## config.mk

```make
export PLATFORM = sky130hd
export DESIGN_NAME = multicycle_alu
export DESIGN_NICKNAME = d
export VERILOG_FILES = /design/src/rtl/multicycle_alu.sv
export SDC_FILE = /design/constraint.sdc
export NUM_CORES = 1
export LEC_CHECK = 0
export ABC_AREA = 1
export BUFFER_PORTS_ARGS = -buffer_cell sky130_fd_sc_hd__buf_2
export CAP_MARGIN = 20
export CORE_MARGIN = 2
export CORE_UTILIZATION = 45
export CTS_BUF_LIST = sky130_fd_sc_hd__clkbuf_16
export DETAILED_ROUTE_END_ITERATION = 10
export HOLD_SLACK_MARGIN = 0.06
export PLACE_DENSITY = 0.74
export SYNTH_ARGS = -nofsm -noshare
export SYNTH_HDL_FRONTEND = slang
export SYNTH_SLANG_ARGS = --single-unit
export TNS_END_PERCENT = 1
```

## constraint.sdc

```tcl
create_clock -name clk -period 6.5 [get_ports clk]
set_input_delay 0.325 -clock clk [delete_from_list [all_inputs] [get_ports clk]]
set_output_delay 0.325 -clock clk [all_outputs]
set_load 0.005 [all_outputs]
```

## src/rtl/multicycle_alu.sv

```systemverilog
// Multicycle ALU: single-cycle shift/logic/add ops plus a bit-serial shift-and-add multiply.
// Handshake: a transfer happens on a rising edge where valid and ready are both high.
module multicycle_alu #(
  parameter int WIDTH = 32,
  parameter int SHW   = 5
) (
  input  logic             clk,
  input  logic             rst,
  input  logic             in_valid,
  output logic             in_ready,
  input  logic [WIDTH-1:0] src1,
  input  logic [WIDTH-1:0] src2,
  input  logic [2:0]       func,
  input  logic [SHW-1:0]   shift,
  output logic             out_valid,
  input  logic             out_ready,
  output logic [WIDTH-1:0] result,
  output logic             carry,
  output logic             overflow,
  output logic             busy,
  output logic [1:0]       fsm_state
);

  localparam int NG = (WIDTH + 3) / 4;
  localparam int PW = NG * 4;

  localparam logic [2:0] F_SLL = 3'b000;
  localparam logic [2:0] F_ADD = 3'b001;
  localparam logic [2:0] F_SUB = 3'b010;
  localparam logic [2:0] F_OR  = 3'b011;
  localparam logic [2:0] F_AND = 3'b100;
  localparam logic [2:0] F_SRL = 3'b101;
  localparam logic [2:0] F_SRA = 3'b110;
  localparam logic [2:0] F_MUL = 3'b111;

  typedef enum logic [1:0] {S_IDLE = 2'd0, S_MUL = 2'd1, S_DONE = 2'd2} state_t;

  state_t state, state_n;

  logic             accept;
  logic             is_sub;
  logic [PW-1:0]    add_a, add_b, add_p, add_g, add_sum;
  logic [PW:0]      add_c;
  logic [WIDTH-1:0] alu_res;
  logic             alu_c, alu_v;
  logic [WIDTH-1:0] mcand, mplier, acc, acc_next;
  logic [SHW-1:0]   cnt;
  logic             mul_last;

  assign accept    = in_valid && in_ready;
  assign in_ready  = !rst && ((state == S_IDLE) || ((state == S_DONE) && out_ready));
  assign out_valid = (state == S_DONE);
  assign busy      = (state == S_MUL);
  assign fsm_state = state;

  // Subtraction is src1 + ~src2 + 1; the top group is zero-padded so c[WIDTH] is the true carry-out.
  assign is_sub = (func == F_SUB);
  assign add_a  = PW'(src1);
  assign add_b  = PW'(is_sub ? ~src2 : src2);
  assign add_p  = add_a ^ add_b;
  assign add_g  = add_a & add_b;

  always_comb begin
    logic [PW:0] c;
    c    = '0;
    c[0] = is_sub;
    for (int k = 0; k < NG; k++) begin
      c[4*k+1] = add_g[4*k] | (add_p[4*k] & c[4*k]);
      c[4*k+2] = add_g[4*k+1] | (add_p[4*k+1] & add_g[4*k])
               | (add_p[4*k+1] & add_p[4*k] & c[4*k]);
      c[4*k+3] = add_g[4*k+2] | (add_p[4*k+2] & add_g[4*k+1])
               | (add_p[4*k+2] & add_p[4*k+1] & add_g[4*k])
               | (add_p[4*k+2] & add_p[4*k+1] & add_p[4*k] & c[4*k]);
      c[4*k+4] = add_g[4*k+3] | (add_p[4*k+3] & add_g[4*k+2])
               | (add_p[4*k+3] & add_p[4*k+2] & add_g[4*k+1])
               | (add_p[4*k+3] & add_p[4*k+2] & add_p[4*k+1] & add_g[4*k])
               | (add_p[4*k+3] & add_p[4*k+2] & add_p[4*k+1] & add_p[4*k] & c[4*k]);
    end
    add_c = c;
  end

  assign add_sum = add_p ^ add_c[PW-1:0];

  always_comb begin
    alu_res = '0;
    alu_c   = 1'b0;
    alu_v   = 1'b0;
    case (func)
      F_SLL: alu_res = src1 << shift;
      F_ADD, F_SUB: begin
        alu_res = add_sum[WIDTH-1:0];
        alu_c   = add_c[WIDTH];
        alu_v   = add_c[WIDTH] ^ add_c[WIDTH-1];
      end
      F_OR:    alu_res = src1 | src2;
      F_AND:   alu_res = src1 & src2;
      F_SRL:   alu_res = src1 >> shift;
      F_SRA:   alu_res = $unsigned($signed(src1) >>> shift);
      default: alu_res = '0;
    endcase
  end

  assign acc_next = mplier[0] ? (acc + mcand) : acc;
  assign mul_last = (cnt == SHW'(WIDTH - 1));

  always_ff @(posedge clk or posedge rst) begin
    if (rst) state <= S_IDLE;
    else     state <= state_n;
  end

  always_comb begin
    state_n = state;
    case (state)
      S_IDLE: if (accept) state_n = (func == F_MUL) ? S_MUL : S_DONE;
      S_MUL:  if (mul_last) state_n = S_DONE;
      S_DONE: begin
        if (out_ready) begin
          if (accept) state_n = (func == F_MUL) ? S_MUL : S_DONE;
          else        state_n = S_IDLE;
        end
      end
      default: state_n = S_IDLE;
    endcase
  end

  // Result registers only move on an accept or a multiply step, so they hold steady in DONE.
  always_ff @(posedge clk or posedge rst) begin
    if (rst) begin
      result   <= '0;
      carry    <= 1'b0;
      overflow <= 1'b0;
      mcand    <= '0;
      mplier   <= '0;
      acc      <= '0;
      cnt      <= '0;
    end else if (accept) begin
      if (func == F_MUL) begin
        mcand  <= src1;
        mplier <= src2;
        acc    <= '0;
        cnt    <= '0;
      end else begin
        result   <= alu_res;
        carry    <= alu_c;
        overflow <= alu_v;
      end
    end else if (state == S_MUL) begin
      acc    <= acc_next;
      mcand  <= mcand << 1;
      mplier <= mplier >> 1;
      cnt    <= cnt + 1'b1;
      if (mul_last) begin
        result   <= acc_next;
        carry    <= 1'b0;
        overflow <= 1'b0;
      end
    end
  end

endmodule

```

==> flow_summary.ini <==
[run_status]
outcome = completed

[worst_setup_path]
r2r_start = fsm_state[1]$_DFFE_PP0P_
crit_type = in2reg
crit_family = simple AND/OR/NAND/NOR gates
path_buf_inv = 3
max_stage_delay_ns = 0.66
path_depth = 26
r2r_slack_ns = 3.03
cp-start-kind = input port
reg2reg_to = mcand[4]$_DFFE_PP0P_
cp.required_ns = 6.76
crit_arrival_ns = 4.75
crit_slowest_cell = nand2_2
r2r.worst_path.cells = 14
path_max_fanout = 34
endpoint_kind = flip-flop

[sta]
slew_headroom_pct = 26.25
setup-tns-final_ns = 0
hold_viol_final = 0
worst_pin_slew_ns = 1.102
setup_viol = 0
worst_clock_skew_ns = 0.007933
fin_crit_sh_pct = 68.98
fin_crit_ns = 4.483
rsz0062_at_grt = false
slew_viol_final = 0
fmax_mhz = 223.0

[logic_synthesis]
async_flop_share_pct = 100.0
seq_area_frac_synth_pct = 25.05
synth-seq-cells = 137
syn_area_um2 = 13680
synth_commonest_cells = 556 x nand2_1, 182 x inv_1, 175 x nor2_1
synth_largest_area_cell = dfrtp_1
syn_nets = 2275
synth-edff-count = 0
yosys.cell_count.top_type = nand2_1
yosysWarnings = 0
syn_inst = 2124
synth_top_area_share_pct = 25.05
ys_types = 60
syn-mean-instance-area_um2 = 6.443
synth-main-ff-cell = dfrtp_1
yosys-top-cells-area = dfrtp_1 25%, nand2_1 15%, o21ai_0 6.4%

[layout]
seqCellArea_um2 = 3428
drive_gt1_share_pct = 11.21
n_fill_cell = 3090
syn2layout_area_growth_pct = 8.549
fin_nets = 2306
multi_input_comb_area_um2 = 8945
fin_util_pct = 49.85
n_antenna_cell = 0

[clocking]
cts_max_level = 4
cts.sinks = 137
ctsResizeCount = 0
clk_latency_ns = 0.43
cts_buffers = 17
clockRootBuffer = clkbuf_16
cts_buffer_depth = 2
cts_tree = yes
hold_buffers = 0
path_clk_slew_ns = 0.06
post_cts_buffers = 0

[global_routing]
gr-usage-all-layers_pct = 32.58
globalRouteOverflowTotal = 0
groute.layer.met1.usage_pct = 45.84
antenna_found_initial = 0
top_usage_layer = met2
grt_pass1_wl_mm = 79.27
grt_max_degree = 86
met3_usage_pct = 4.135
grt_pass1_vias = 13930
met2_usage_pct = 51.83

[floorplanning]
coreArea_um2 = 29800
ios = 115
num_rows = 63
die_w_um = 178.4
initial_core_util_pct = 45.93
die-area_um2 = 31820
die_h_um = 178.4

[drt]
drt_pre_antenna_iters = 6
postRouteAntennaNets = 0
vias = 15220
routed_wl_mm = 51.35
drcViolationCount = 0
vias_per_cell = 5.950
post_drt_wl_per_cell_um = 20.07
drt-initial-drc-count = 1572

[placement]
port_buffers = 114
dp_hpwl_mm = 39.27
gp_congestion = 1.030

[hold_path]
hp-class = in2async

[job]
drv_cap = 0

[pwr]
ir_drop_v = 0.0001558
power_uw = 5611
power_leakage_uw = 0.007159
powerDensity_nw_per_um2 = 377.7
flip-flops by register name, summed over array words and instances (netlist names):
register and cells:
acc 32, mcand 32, carry 1, cnt 5, fsm_state 2, result 32
mplier 32, overflow 1
per-layer routing:
metal	wire length, um	part of all wire [%]
met1	22280	43
met4	1469	2.9
met3	4266	8.3
met5	0	0
met2	23330	45
worst max path at each step:
| stage | from | end | slack, ns |
|---|---|---|---|
| 2_1_floorplan | rst | acc[0]$_DFFE_PP0P_ | 2.51 |
| 5_1_grt | func[1] | result[25]$_DFFE_PP0P_ | 1.84 |
| 3_5_place_dp | func[0] | result[25]$_DFFE_PP0P_ | 1.71 |
| 6_report | func[0] | result[25]$_DFFE_PP0P_ | 2.02 |
| 4_1_cts | func[0] | result[25]$_DFFE_PP0P_ | 2.15 |
| 3_3_place_gp | func[0] | result[29]$_DFFE_PP0P_ | 1.87 |
layout by cell type, fill, tap and decap left out, types with 7 or more instances in the layout:
| cell | count |
|---|---|
| o211ai_1 | 43 |
| buf_2 | 114 |
| inv_2 | 19 |
| or2_2 | 15 |
| nand3_1 | 92 |
| o21ai_2 | 8 |
| nand2_1 | 554 |
| o2111ai_1 | 9 |
| xnor2_1 | 24 |
| mux2i_1 | 8 |
| o22ai_1 | 11 |
| a31oi_1 | 84 |
| dfrtp_1 | 137 |
| nor3_1 | 14 |
| clkbuf_16 | 17 |
| a21oi_1 | 152 |
| nand4_1 | 28 |
| a21oi_2 | 7 |
| o21ai_0 | 174 |
| o21ai_1 | 66 |
| ha_1 | 67 |
| nand2_2 | 16 |
| buf_4 | 17 |
| nor2_1 | 175 |
| xor2_1 | 22 |
| inv_1 | 185 |
| a311oi_1 | 7 |
| fa_1 | 8 |
area by class of cell:
| class | count | share of cell area [%] |
|---|---|---|
| Inverter | 204 | 5.206 |
| Timing Repair Buffer | 131 | 4.700 |
| Multi-Input combinational cell | 1664 | 60.22 |
| Tap cell | 390 | 3.285 |
| Clock inverter | 15 | 0.6486 |
| Sequential cell | 137 | 23.08 |
| Clock buffer | 17 | 2.864 |
cell families (layout without fill, tap and decap cells):
logic type                 Yosys count  after routing  synth area share [%]
DFF                                137            137                 25.05
muxes                                8              8                0.5852
xor gates and xnor gates            46             46                 2.944
adders and majority gates           75             75                 7.296
and+or+nand+nor                    921            921                 28.05
AOI/OAI and AO/OA                  614            614                 26.37
buffers and inverters              323            367                 9.701
through the flow:
step / hold WS (ns) / instances / instance area, um2 / worst slack [ns]
floorplan: 0.4534 / 2124 / 13680 / 2.507
global placement: 0.4655 / 2526 / 14330 / 1.875
detailed placement: 0.4726 / 2526 / 14330 / 1.706
CTS: 0.09016 / 2558 / 14850 / 2.148
global route: 0.1239 / 2558 / 14850 / 1.836
finish: 0.05017 / 2558 / 14850 / 2.017
power by group:
part           switching (uW)  internal [uW]
Sequential                310           1240
Combinational            2010           1170
Clock                     373            511
Note: power is estimated with default switching activity, not from simulation.
